[src/rtl/seq_multiplier.sv]
// Purpose: A x B multiplier, unsigned or two's-complement, with valid/ready on both sides.
// Latency: FAST path 1 cycle with throughput 1/cycle; ITER path B_WIDTH+1 cycles, one job at a time.
// Backpressure: product and out_valid hold while !out_ready; in_ready follows output occupancy (FAST) or idle state (ITER).
//
// Ports:
//   clk, rst_n            clock (rising edge), asynchronous active-low reset
//   in_valid/in_ready     operand handshake; a and b are sampled only on accept
//   a [A_WIDTH]           operand a
//   b [B_WIDTH]           operand b
//   out_valid/out_ready   product handshake
//   product [A_WIDTH+B_WIDTH]  full-precision product
//   busy                  ITER: a job is in flight; FAST: output register occupied
//
// The path is chosen at elaboration: if either operand is narrower than
// FAST_THRESHOLD, a single registered multiply is used; otherwise an iterative
// shift-add engine is used that consumes one bit of b per cycle.
module seq_multiplier #(
    parameter int A_WIDTH        = 8,
    parameter int B_WIDTH        = 8,
    parameter int SIGNED         = 0,
    parameter int FAST_THRESHOLD = 8
) (
    input  logic                       clk,
    input  logic                       rst_n,
    input  logic                       in_valid,
    output logic                       in_ready,
    input  logic [A_WIDTH-1:0]         a,
    input  logic [B_WIDTH-1:0]         b,
    output logic                       out_valid,
    input  logic                       out_ready,
    output logic [A_WIDTH+B_WIDTH-1:0] product,
    output logic                       busy
);

    localparam int PW       = A_WIDTH + B_WIDTH;
    localparam bit USE_FAST = (A_WIDTH < FAST_THRESHOLD) || (B_WIDTH < FAST_THRESHOLD);

    // Operand magnitudes. An A_WIDTH-bit unsigned magnitude is enough even for
    // the most negative value: -(-2^(A-1)) wraps to the bit pattern 2^(A-1),
    // which read as unsigned is exactly the magnitude.
    logic               neg_a;
    logic               neg_b;
    logic               neg_p;
    logic [A_WIDTH-1:0] mag_a;
    logic [B_WIDTH-1:0] mag_b;
    logic               accept;

    always_comb begin
        neg_a = (SIGNED != 0) && a[A_WIDTH-1];
        neg_b = (SIGNED != 0) && b[B_WIDTH-1];
        mag_a = neg_a ? -a : a;
        mag_b = neg_b ? -b : b;
        neg_p = neg_a ^ neg_b;
    end

    assign accept = in_valid && in_ready;

    generate
        if (USE_FAST) begin : g_fast
            logic [PW-1:0] mag_p;
            logic [PW-1:0] prod_d;
            logic [PW-1:0] prod_q;
            logic          vld_q;

            // The magnitude product always fits in PW bits, so multiplying at
            // PW width is exact.
            always_comb begin
                mag_p  = {{B_WIDTH{1'b0}}, mag_a} * {{A_WIDTH{1'b0}}, mag_b};
                prod_d = neg_p ? -mag_p : mag_p;
            end

            // A new accept takes priority: when the old product leaves in the
            // same cycle, the register simply reloads and out_valid stays high.
            always_ff @(posedge clk or negedge rst_n) begin
                if (!rst_n) begin
                    vld_q  <= 1'b0;
                    prod_q <= '0;
                end else if (accept) begin
                    vld_q  <= 1'b1;
                    prod_q <= prod_d;
                end else if (out_ready) begin
                    vld_q  <= 1'b0;
                end
            end

            assign in_ready  = !vld_q || out_ready;
            assign out_valid = vld_q;
            assign product   = prod_q;
            assign busy      = vld_q;
        end else begin : g_iter
            localparam int CW = $clog2(B_WIDTH + 1);

            localparam logic [1:0] IDLE = 2'd0;
            localparam logic [1:0] BUSY = 2'd1;
            localparam logic [1:0] DONE = 2'd2;

            logic [1:0]         state;
            logic [CW-1:0]      cnt;
            logic [PW-1:0]      mag_a_q;   // shifted left one place per step
            logic [B_WIDTH-1:0] mag_b_q;   // shifted right; bit 0 is the current multiplier bit
            logic [PW-1:0]      acc;
            logic               neg_q;
            logic [PW-1:0]      prod_q;

            // BUSY runs B_WIDTH add steps (cnt 0..B_WIDTH-1) plus one final
            // cycle that applies the sign and registers the product, so
            // out_valid rises B_WIDTH+1 edges after the accept edge.
            always_ff @(posedge clk or negedge rst_n) begin
                if (!rst_n) begin
                    state   <= IDLE;
                    cnt     <= '0;
                    mag_a_q <= '0;
                    mag_b_q <= '0;
                    acc     <= '0;
                    neg_q   <= 1'b0;
                    prod_q  <= '0;
                end else begin
                    case (state)
                        IDLE: begin
                            if (accept) begin
                                mag_a_q <= {{B_WIDTH{1'b0}}, mag_a};
                                mag_b_q <= mag_b;
                                acc     <= '0;
                                cnt     <= '0;
                                neg_q   <= neg_p;
                                state   <= BUSY;
                            end
                        end
                        BUSY: begin
                            if (cnt == CW'(B_WIDTH)) begin
                                prod_q <= neg_q ? -acc : acc;
                                state  <= DONE;
                            end else begin
                                if (mag_b_q[0]) begin
                                    acc <= acc + mag_a_q;
                                end
                                mag_a_q <= mag_a_q << 1;
                                mag_b_q <= mag_b_q >> 1;
                                cnt     <= cnt + CW'(1);
                            end
                        end
                        DONE: begin
                            if (out_ready) begin
                                state <= IDLE;
                            end
                        end
                        default: state <= IDLE;
                    endcase
                end
            end

            // No overlap: new operands are taken only once the previous
            // product has left, so DONE->IDLE and an accept never coincide.
            assign in_ready  = (state == IDLE);
            assign out_valid = (state == DONE);
            assign product   = prod_q;
            assign busy      = (state != IDLE);
        end
    endgenerate

endmodule
[config.mk]
export PLATFORM = sky130hd
export DESIGN_NAME = seq_multiplier
export DESIGN_NICKNAME = d
export VERILOG_FILES = /design/src/rtl/seq_multiplier.sv
export SDC_FILE = /design/constraint.sdc
export NUM_CORES = 1
export LEC_CHECK = 0
export ABC_CLOCK_PERIOD_IN_PS = 2000
export BUFFER_PORTS_ARGS = -buffer_cell sky130_fd_sc_hd__buf_2
export CORE_ASPECT_RATIO = 1.4
export CORE_UTILIZATION = 54
export CTS_BUF_LIST = sky130_fd_sc_hd__clkbuf_2 sky130_fd_sc_hd__clkbuf_4 sky130_fd_sc_hd__clkbuf_8
export CTS_CLUSTER_SIZE = 28
export DETAILED_ROUTE_END_ITERATION = 10
export PLACE_DENSITY = 0.76
export SETUP_SLACK_MARGIN = 0.1
export SYNTH_ARGS = -nofsm -noshare
export SYNTH_HDL_FRONTEND = slang
export SYNTH_SLANG_ARGS = --single-unit
[constraint.sdc]
create_clock -name clk -period 2 [get_ports clk]
set_input_delay 0.4 -clock clk [delete_from_list [all_inputs] [get_ports clk]]
set_output_delay 0.4 -clock clk [all_outputs]
set_load 0.01 [all_outputs]
==> results of run 1 <==
[layer usage]
metal	vias up	wire length, microns	track usage, %
met5	-	0	0
met1	1304	2970	30.5
met3	25	240	6.43
met4	0	285	15.6
met2	71	4020	45.1
li1	1295	-	-
[what timing repair did]
action / in CTS / in global routing
cloned: 0 / 0
endpoints found under the setup margin: 7 / 11
gates resized for setup: 13 / 9
hold buffers: 0 / 0
buffers inserted: 6 / 3
pin swaps: 4 / 13
[final cells by class]
class,instances,area [sq um]
flip-flops and latches,62,1550
clock buffers,13,173
clock inverters,3,65.1
inverters,11,41.3
repair buffers,81,542
fillers,422,1700
multi-input cells,236,1660
well taps,70,87.6
[how the worst max path moves through the flow]
stage                                       endpoint  slack [ps]  cells after the start
final                     g_iter.acc[15]$_DFFE_PN0P_        -260                      8
after detailed placement  g_iter.acc[15]$_DFFE_PN0P_        -160                      8
after global placement    g_iter.acc[14]$_DFFE_PN0P_        -110                     10
after global routing      g_iter.acc[12]$_DFFE_PN0P_        -340                     10
after CTS                 g_iter.acc[14]$_DFFE_PN0P_        -160                     10
after floorplan           g_iter.acc[15]$_DFFE_PN0P_         -10                      8
[worst reg2reg max path: stages, from the launching register on]
cell and delay, ps:
dfrtp_1 400, ha_1 290, a21o_1 180, nand4_1 160, a31oi_2 130, o31a_1 330, or3_4 380, a32oi_2 210
nand2b_1 80
[layout by cell type, fill, tap and decap left out, drive strengths merged, types with 3 or more instances in the layout]
| cell | Yosys | routed |
|---|---|---|
| nand4 | 5 | 5 |
| clkbuf | 9 | 13 |
| mux2 | 16 | 16 |
| xnor2 | 5 | 5 |
| or3 | 3 | 3 |
| nor2 | 12 | 12 |
| nor2b | 4 | 4 |
| ha | 17 | 17 |
| nand2 | 53 | 53 |
| nand3 | 24 | 24 |
| nand2b | 3 | 3 |
| xor2 | 5 | 5 |
| o21ai | 27 | 27 |
| buf | 6 | 81 |
| a21o | 4 | 4 |
| dfrtp | 62 | 62 |
| a31oi | 5 | 5 |
| and3 | 3 | 3 |
| mux2i | 15 | 15 |
| inv | 11 | 11 |
| a21oi | 12 | 12 |
[power groups by stage]
stage	sequential, W	clock [W]	combinational [W]
2_1_floorplan	0.00209	0	0.00199
3_3_place_gp	0.00207	0	0.00305
3_5_place_dp	0.00209	0	0.00313
4_1_cts	0.00208	0.00130	0.00326
5_1_grt	0.00215	0.00136	0.00374
6_report	0.00209	0.00129	0.00336
[kinds of logic after synthesis]
group,after synthesis,synth area share (%)
flops,62,47.8
buf+inv,26,3.32
simple gates,113,16.2
mux,31,10.2
fa+ha+maj,18,7.18
xor+xnor,10,2.70
compound gates,64,12.6
[metrics by stage]
| stage | cells | hold slack [ps] | setup slack [ps] | total power, W |
|---|---|---|---|---|
| 6_report | 476 | 50.1 | -258 | 0.00674 |
| 5_1_grt | 476 | 56.7 | -336 | 0.00726 |
| 4_1_cts | 477 | 56.9 | -161 | 0.00665 |
| 3_5_place_dp | 455 | 435 | -164 | 0.00522 |
| 3_3_place_gp | 455 | 435 | -109 | 0.00511 |
| 2_1_floorplan | 324 | 104 | -12.7 | 0.00408 |
[flip-flops by register name, indices dropped and copies added (netlist names)]
register	cells
g_iter.acc	16
g_iter.mag_a_q	16
g_iter.cnt	4
g_iter.mag_b_q	8
g_iter.state	2
product	16
==> flow_metrics.env, run 1 <==
export IMPL_outcome="finished, violations left"
export IMPL_violations="negative setup slack"
export IMPL_yosys_top_cells_area="dfrtp_1, ha_1, nand2_1"
export IMPL_switching_share_pct=38.4
export IMPL_syn_nets=362
export IMPL_post_dp_cell_area_sq_um=3770
export IMPL_leakage_nw=2.12
export IMPL_syn_inst=324
export IMPL_ys_ff_latch=62
export IMPL_hold_path_class="in2async"
export IMPL_portBuffers=38
export IMPL_area_growth_pct=27.1
export IMPL_drive_above_1_share_pct=33.0
export IMPL_synth_edff_count=0
export IMPL_timing_final_crit_share_pct=113
export IMPL_power_internal_w=0.00415
export IMPL_avgViaCountPerCell=5.66
export IMPL_antenna_found_initial=0
export IMPL_slew_headroom_pct=73.3
export IMPL_timing_fmax_ghz=0.443
export IMPL_cp_start_kind="flip-flop"
export IMPL_critPathMaxFanout=3
export IMPL_utilization_pct=70.8
export IMPL_end_kind="flip-flop"
export IMPL_cap_violations=0
export IMPL_clkPwrFrac_pct=19.1
export IMPL_seq_area_frac_synth_pct=47.8
export IMPL_die_x_microns=67.5
export IMPL_layout_setup_ws_ps=-258
export IMPL_powerDensity_nw_per_um2=1630
export IMPL_cts_sinks=62
export IMPL_routed_wl_mm=7.51
export IMPL_final_setup_viol_count=6
export IMPL_reg2reg_depth=8
export IMPL_slowest_stage="dfrtp_1"
export IMPL_overflow=0
export IMPL_rows=33
export IMPL_h_tree_depth=3
export IMPL_ant_nets=0
export IMPL_ctsRootBufferMaster="clkbuf_8"
export IMPL_synth_main_ff_cell="dfrtp_1"
export IMPL_cts_tree="yes"
export IMPL_clock_path_buffers=2
export IMPL_final_setup_tns_ps=-932
export IMPL_grt_pass1_wl_mm=12.4
export IMPL_io_pins=39
export IMPL_final_area_sq_um=4120
export IMPL_vias=2695
export IMPL_r2r_end="g_iter.acc[15]$_DFFE_PN0P_"
export IMPL_synth_common_cells="dfrtp_1, nand2_1, o21ai_0, nand3_1, ha_1"
export IMPL_synth_distinct_cells=44
export IMPL_rsz0062_at_grt="yes"
export IMPL_detail_route_first_pass_iterations=5
export IMPL_grt_max_degree=63
export IMPL_critPathBufInv=0
export IMPL_track_usage_pct=27.0
export IMPL_clock_latency_ps=350
export IMPL_nets=439
export IMPL_peakVddDrop_mv=1.08
export IMPL_setup_reg_to_reg_worst_slack_ps=-260
export IMPL_wire_per_inst_microns=15.8
export IMPL_drc=0
export IMPL_arrival_ps=2500
export IMPL_die_area_sq_um=6320
export IMPL_pwr_share_seq_pct=31.0
export IMPL_numCtsBuffers=9
export IMPL_cp_top_family="compound AO/OA/AOI/OAI gates"
export IMPL_p_switching_w=0.00259
export IMPL_dp_hpwl_mm=5.13
export IMPL_path_cells="ha_1, a21o_1, nand4_1, a31oi_2, o31a_1, or3_4, a32oi_2, nand2b_1"
export IMPL_ys_async_sr_fraction_pct=100
export IMPL_drt_iter0_drc=109
export IMPL_gp_congestion=0.850
export IMPL_required_ps=2240
export IMPL_syn_area_per_cell_sq_um=10.0
export IMPL_die_h_microns=93.7
export IMPL_core_area_sq_um=5820
export IMPL_p_comb_share_pct=49.9
export IMPL_clkTransAtPathRegs_ps=70
export IMPL_r2r_start="g_iter.acc[1]$_DFFE_PN0P_"
export IMPL_start_util_pct=55.7
export IMPL_fin_crit_ps=2260
export IMPL_grt_pass1_vias=2746
export IMPL_yosysMostFrequentCell="dfrtp_1"
export IMPL_worst_slew_pin_slew_ps=399
export IMPL_synth_warnings=0
export IMPL_finalMaxSlewViolations=0
export IMPL_max_stage_delay_ps=400
export IMPL_report_final_hold_viol_count=0
export IMPL_yosysTopAreaCellShare_pct=47.8
export IMPL_crit_start="g_iter.acc[1]$_DFFE_PN0P_"
export IMPL_antenna_cells=0
export IMPL_critical_path_class="reg2reg"
export IMPL_syn_area_sq_um=3240
export IMPL_synth_top_area_cell="dfrtp_1"
export IMPL_skew_ps=13.8
(Power assumes the default switching activity.)
==> run 2, diff against run 1 <==
--- a/config.mk
+++ b/config.mk
@@ -5,14 +5,14 @@
 export SDC_FILE = /design/constraint.sdc
 export NUM_CORES = 1
 export LEC_CHECK = 0
-export ABC_CLOCK_PERIOD_IN_PS = 2000
+export ABC_CLOCK_PERIOD_IN_PS = 2800
 export BUFFER_PORTS_ARGS = -buffer_cell sky130_fd_sc_hd__buf_2
 export CORE_ASPECT_RATIO = 1.4
-export CORE_UTILIZATION = 54
+export CORE_UTILIZATION = 60
 export CTS_BUF_LIST = sky130_fd_sc_hd__clkbuf_2 sky130_fd_sc_hd__clkbuf_4 sky130_fd_sc_hd__clkbuf_8
 export CTS_CLUSTER_SIZE = 28
 export DETAILED_ROUTE_END_ITERATION = 10
-export PLACE_DENSITY = 0.76
+export PLACE_DENSITY = 0.8
 export SETUP_SLACK_MARGIN = 0.1
 export SYNTH_ARGS = -nofsm -noshare
 export SYNTH_HDL_FRONTEND = slang
==> constraint.sdc (replaced) <==
create_clock -name clk -period 2.8 [get_ports clk]
set_input_delay 0.56 -clock clk [delete_from_list [all_inputs] [get_ports clk]]
set_output_delay 0.56 -clock clk [all_outputs]
set_load 0.01 [all_outputs]
==> flow_metrics.env, run 2 (same netlist as run 1, synthesis figures left out) <==
export IMPL_finalMaxSlewViolations=0
export IMPL_critPathMaxFanout=3
export IMPL_clkTransAtPathRegs_ps=70
export IMPL_report_final_hold_viol_count=0
export IMPL_antenna_found_initial=0
export IMPL_avgViaCountPerCell=5.66
export IMPL_fin_cells=436
export IMPL_track_usage_pct=26.9
export IMPL_clock_path_buffers=2
export IMPL_end_kind="flip-flop"
export IMPL_nFillCells=425
export IMPL_fin_crit_ps=2350
export IMPL_setup_reg_to_reg_worst_slack_ps=450
export IMPL_drc=0
export IMPL_antenna_cells=0
export IMPL_reg2reg_depth=10
export IMPL_worst_slew_pin_slew_ps=766
export IMPL_rsz0062_at_grt="no"
export IMPL_final_setup_tns_ps=0
export IMPL_final_setup_viol_count=0
export IMPL_core_area_sq_um=5200
export IMPL_hold_ws_ps=347
export IMPL_cts_sinks=62
export IMPL_required_ps=3010
export IMPL_dp_hpwl_mm=4.88
export IMPL_peakVddDrop_mv=0.645
export IMPL_numCtsBuffers=9
export IMPL_die_area_sq_um=5710
export IMPL_portBuffers=38
export IMPL_die_x_microns=64.1
export IMPL_h_tree_depth=3
export IMPL_die_h_microns=89.0
export IMPL_preCtsSetupSlack_ps=469
export IMPL_drive_above_1_share_pct=22.2
export IMPL_max_stage_delay_ps=380
export IMPL_layout_setup_ws_ps=450
export IMPL_ctsRootBufferMaster="clkbuf_8"
export IMPL_nets=403
export IMPL_cpMostUsedCell="o211ai_1"
export IMPL_slew_headroom_pct=48.9
export IMPL_hold_buffers=0
export IMPL_powerDensity_nw_per_um2=1150
export IMPL_timing_fmax_ghz=0.425
export IMPL_overflow=0
export IMPL_wire_per_inst_microns=15.4
export IMPL_grt_pass1_wl_mm=11.3
export IMPL_arrival_ps=2560
export IMPL_cts_tree="yes"
export IMPL_cts_setup_buffers=0
export IMPL_grt_max_degree=63
export IMPL_placed_cells=420
export IMPL_vias=2467
export IMPL_detail_route_first_pass_iterations=4
export IMPL_grt_pass1_vias=2417
export IMPL_ant_nets=0
export IMPL_start_util_pct=62.4
export IMPL_r2r_end="g_iter.acc[12]$_DFFE_PN0P_"
export IMPL_hold_path_class="in2async"
export IMPL_critical_path_class="reg2reg"
export IMPL_final_area_sq_um=3720
export IMPL_io_pins=39
export IMPL_gp_congestion=0.891
export IMPL_drt_iter0_drc=140
export IMPL_path_cells="ha_1, inv_1, fa_1, nor2b_1, o211ai_1, a21boi_0, o211ai_1, a31oi_1, mux2i_1, o311ai_0"
export IMPL_layout_commonest_cell="dfrtp_1"
export IMPL_outcome="completed"
export IMPL_skew_ps=6.42
export IMPL_routed_wl_mm=6.73
export IMPL_ctsResizeCount=0
export IMPL_clock_latency_ps=350
export IMPL_rows=31
export IMPL_final_cell_mix="dfrtp_1, nand2_1, buf_2, o21ai_0, nand3_1"
export IMPL_r2r_start="g_iter.acc[0]$_DFFE_PN0P_"
export IMPL_slowest_stage="fa_1"
export IMPL_cap_violations=0
export IMPL_cp_start_kind="flip-flop"
export IMPL_leakage_nw=1.91
export IMPL_timing_final_crit_share_pct=83.9
export IMPL_post_dp_cell_area_sq_um=3500
export IMPL_area_growth_pct=14.7
-- run 2: changes by cell type in the layout (fill, tap and decap cells not counted), moves of 2 or more --
cell      previous run  this run
buf_4               40         7
ha_2                 2         0
buf_12               2         0
o21ai_0             22        26
ha_1                14        17
nor2_1               9        11
clkbuf_8            12         9
o21ai_1              4         0
-- run 2: final cells by class --
class	instances	area [sq um]	area share, %
clock buffer	10	131	3.53
clock inverter	6	86.3	2.32
sequential	62	1550	41.7
tap	66	82.6	2.22
inverter	11	41.3	1.11
multi-input combinational	236	1580	42.6
timing repair buffer	45	243	6.53
-- run 2: worst max-delay path, delay by kind of cell (launching register included) --
kind	cells	cell delay [ps]
multiplexers	1	200
buffers and inverters	1	50
AND/OR/NAND/NOR	1	200
adder cells (fa/ha/maj)	2	550
AO/OA/AOI/OAI	5	820
flip-flops	1	370
-- run 2: how the worst max path moves through the flow --
stage | startpoint | slack [ps] | end
global placement | g_iter.mag_a_q[0]$_DFFE_PN0P_ | 540 | g_iter.acc[12]$_DFFE_PN0P_
global route | g_iter.mag_a_q[0]$_DFFE_PN0P_ | 200 | g_iter.acc[12]$_DFFE_PN0P_
CTS | g_iter.acc[0]$_DFFE_PN0P_ | 450 | g_iter.acc[12]$_DFFE_PN0P_
floorplan | g_iter.mag_a_q[0]$_DFFE_PN0P_ | 670 | g_iter.acc[12]$_DFFE_PN0P_
detailed placement | g_iter.acc[0]$_DFFE_PN0P_ | 470 | g_iter.acc[12]$_DFFE_PN0P_
finish | g_iter.acc[0]$_DFFE_PN0P_ | 450 | g_iter.acc[12]$_DFFE_PN0P_
-- run 2: power by group --
group	switching (W)	total [W]	internal [W]	leakage, nW
combinational	0.00109	0.00189	0.000799	0.992
sequential	0.000269	0.00152	0.00126	0.805
clock	0.000353	0.000862	0.000509	0.110
-- run 2: per-layer routing --
metal  routed length, microns  vias to the layer above  global-route usage (%)
met3                      195                       16                    6.25
met5                        0                        -                       0
met1                     2940                     1181                    31.3
met4                      178                        0                    14.3
li1                         -                     1224                       -
met2                     3410                       46                    46.4
-- run 2: through the flow --
stage | utilization, % | power (W)
after floorplan | - | 0.00291
after global placement | 67.4 | 0.00335
after detailed placement | 67.4 | 0.00343
after CTS | 71.6 | 0.00430
after global routing | 71.6 | 0.00463
final | 71.6 | 0.00428
==> run 3, diff against run 2 <==
--- a/config.mk
+++ b/config.mk
@@ -5,7 +5,7 @@
 export SDC_FILE = /design/constraint.sdc
 export NUM_CORES = 1
 export LEC_CHECK = 0
-export ABC_CLOCK_PERIOD_IN_PS = 2800
+export ABC_CLOCK_PERIOD_IN_PS = 2400
 export BUFFER_PORTS_ARGS = -buffer_cell sky130_fd_sc_hd__buf_2
 export CORE_ASPECT_RATIO = 1.4
 export CORE_UTILIZATION = 60
==> constraint.sdc (replaced) <==
create_clock -name clk -period 2.4 [get_ports clk]
set_input_delay 0.48 -clock clk [delete_from_list [all_inputs] [get_ports clk]]
set_output_delay 0.48 -clock clk [all_outputs]
set_load 0.01 [all_outputs]
==> flow_metrics.env, run 3 (same netlist as run 1, synthesis figures left out) <==
export IMPL_vias=2541
export IMPL_h_tree_depth=3
export IMPL_skew_ps=7.29
export IMPL_critPathMaxFanout=3
export IMPL_cap_violations=0
export IMPL_critical_path_class="reg2reg"
export IMPL_post_dp_cell_area_sq_um=3540
export IMPL_start_util_pct=62.4
export IMPL_wire_per_inst_microns=16.1
export IMPL_io_pins=39
export IMPL_crit_cells=10
export IMPL_timing_fmax_ghz=0.440
export IMPL_r2r_end="g_iter.acc[14]$_DFFE_PN0P_"
export IMPL_placed_cells=424
export IMPL_die_x_microns=64.1
export IMPL_switching_share_pct=39.5
export IMPL_p_comb_share_pct=45.1
export IMPL_cts_sinks=62
export IMPL_reg2reg_depth=10
export IMPL_core_area_sq_um=5200
export IMPL_max_stage_delay_ps=400
export IMPL_grt_max_degree=42
export IMPL_final_cell_mix="dfrtp_1, nand2_1, buf_2, o21ai_0, nand3_1"
export IMPL_final_area_sq_um=3830
export IMPL_path_cells="ha_2, inv_2, fa_2, nor2b_2, o211ai_1, a21oi_2, o21bai_1, a31oi_1, or3_1, a31o_1"
export IMPL_hold_buffers=0
export IMPL_rows=31
export IMPL_numCtsBuffers=9
export IMPL_slew_headroom_pct=66.3
export IMPL_setup_reg_to_reg_worst_slack_ps=130
export IMPL_die_h_microns=89.0
export IMPL_preCtsSetupSlack_ps=113
export IMPL_power_internal_w=0.00315
export IMPL_peakVddDrop_mv=1.12
export IMPL_outcome="completed"
export IMPL_layout_setup_ws_ps=128
export IMPL_antenna_cells=0
export IMPL_cp_top_family="compound AO/OA/AOI/OAI gates"
export IMPL_routed_wl_mm=7.11
export IMPL_required_ps=2630
export IMPL_powerDensity_nw_per_um2=1360
export IMPL_antenna_found_initial=0
export IMPL_clkTransAtPathRegs_ps=70
export IMPL_ctsRootBufferMaster="clkbuf_8"
export IMPL_layout_commonest_cell="dfrtp_1"
export IMPL_grt_pass1_vias=2514
export IMPL_clock_path_buffers=2
export IMPL_cts_tree="yes"
export IMPL_detail_route_first_pass_iterations=4
export IMPL_rsz0062_at_grt="yes"
export IMPL_leakage_nw=1.95
export IMPL_critPathBufInv=1
export IMPL_dp_hpwl_mm=5.04
export IMPL_overflow=0
export IMPL_worst_slew_pin_slew_ps=506
export IMPL_area_growth_pct=18.1
export IMPL_track_usage_pct=27.5
export IMPL_end_kind="flip-flop"
export IMPL_gp_congestion=0.879
export IMPL_die_area_sq_um=5710
export IMPL_fin_cells=442
export IMPL_drt_iter0_drc=99
export IMPL_slowest_stage="dfrtp_1"
export IMPL_finalMaxSlewViolations=0
export IMPL_ant_nets=0
export IMPL_nFillCells=380
export IMPL_arrival_ps=2510
export IMPL_r2r_start="g_iter.acc[0]$_DFFE_PN0P_"
export IMPL_hold_path_class="in2async"
export IMPL_portBuffers=38
export IMPL_final_setup_viol_count=0
export IMPL_clkPwrFrac_pct=20.6
export IMPL_fin_crit_ps=2270
export IMPL_drive_above_1_share_pct=25.3
export IMPL_drc=0
export IMPL_grt_pass1_wl_mm=11.7
export IMPL_finalPower_w=0.00521
export IMPL_clock_latency_ps=340
export IMPL_report_final_hold_viol_count=0
export IMPL_p_switching_w=0.00206
export IMPL_cp_start_kind="flip-flop"
export IMPL_pwr_share_seq_pct=34.3
export IMPL_nets=409
export IMPL_avgViaCountPerCell=5.75
export IMPL_timing_final_crit_share_pct=94.7
[run 3: changes by cell type in the layout (fill, tap and decap cells not counted), moves of 2 or more]
cell      change
clkbuf_8      +3
ha_1          -3
buf_4         +5
ha_2          +2
[run 3: area by class of cell]
type | instances | area (sq um) | share of cell area [%]
clock inverter | 3 | 65.1 | 1.70
sequential | 62 | 1550 | 40.5
timing repair buffer | 51 | 300 | 7.84
inverter | 11 | 41.3 | 1.08
multi-input combinational | 236 | 1620 | 42.2
tap | 66 | 82.6 | 2.16
clock buffer | 13 | 173 | 4.51
[run 3: power by group through the flow]
| stage | Combinational, W | Sequential, W | Clock, W |
|---|---|---|---|
| 4_1_cts | 0.00229 | 0.00177 | 0.00109 |
| 3_3_place_gp | 0.00218 | 0.00176 | 0 |
| 3_5_place_dp | 0.00226 | 0.00178 | 0 |
| 5_1_grt | 0.00262 | 0.00184 | 0.00113 |
| 2_1_floorplan | 0.00165 | 0.00174 | 0 |
| 6_report | 0.00235 | 0.00179 | 0.00107 |
[run 3: worst max path at each step]
stage,startpoint,endpoint,slack (ps)
2_1_floorplan,g_iter.mag_a_q[0]$_DFFE_PN0P_,g_iter.acc[12]$_DFFE_PN0P_,270
3_3_place_gp,g_iter.mag_a_q[0]$_DFFE_PN0P_,g_iter.acc[12]$_DFFE_PN0P_,180
3_5_place_dp,g_iter.mag_a_q[0]$_DFFE_PN0P_,g_iter.acc[12]$_DFFE_PN0P_,110
4_1_cts,g_iter.mag_a_q[0]$_DFFE_PN0P_,g_iter.acc[14]$_DFFE_PN0P_,100
5_1_grt,g_iter.acc[0]$_DFFE_PN0P_,g_iter.acc[12]$_DFFE_PN0P_,-40
6_report,g_iter.acc[0]$_DFFE_PN0P_,g_iter.acc[14]$_DFFE_PN0P_,130
[run 3: worst reg2reg max path, cell delays in order, from the launching register on]
cell and delay (ps):
dfrtp_1 400, ha_2 200, inv_2 50, fa_2 190, nor2b_2 50, o211ai_1 260
a21oi_2 120, o21bai_1 190, a31oi_1 130, or3_1 360, a31o_1 210
[run 3: metal layers]
| metal | wire (microns) | global-route usage, % | vias up |
|---|---|---|---|
| li1 | - | - | 1232 |
| met1 | 3020 | 32.0 | 1247 |
| met2 | 3760 | 49.9 | 48 |
| met3 | 180 | 4.97 | 14 |
| met4 | 152 | 11.7 | 0 |
| met5 | 0 | 0 | - |
[run 3: per-stage QoR]
step / util, % / hold slack (ps) / setup TNS, ps
after global placement: 68.2 / 464 / 0
final: 73.7 / 99.8 / 0
after floorplan: - / 184 / 0
after detailed placement: 68.2 / 478 / 0
after global routing: 73.7 / 140 / -43.4
after CTS: 72.8 / 110 / 0
[run 3: what timing repair did]
action,CTS,global route
cloned,0,0
pin swaps,0,9
gates resized for setup,0,10
setup endpoints to repair,2,3
setup buffers,0,2
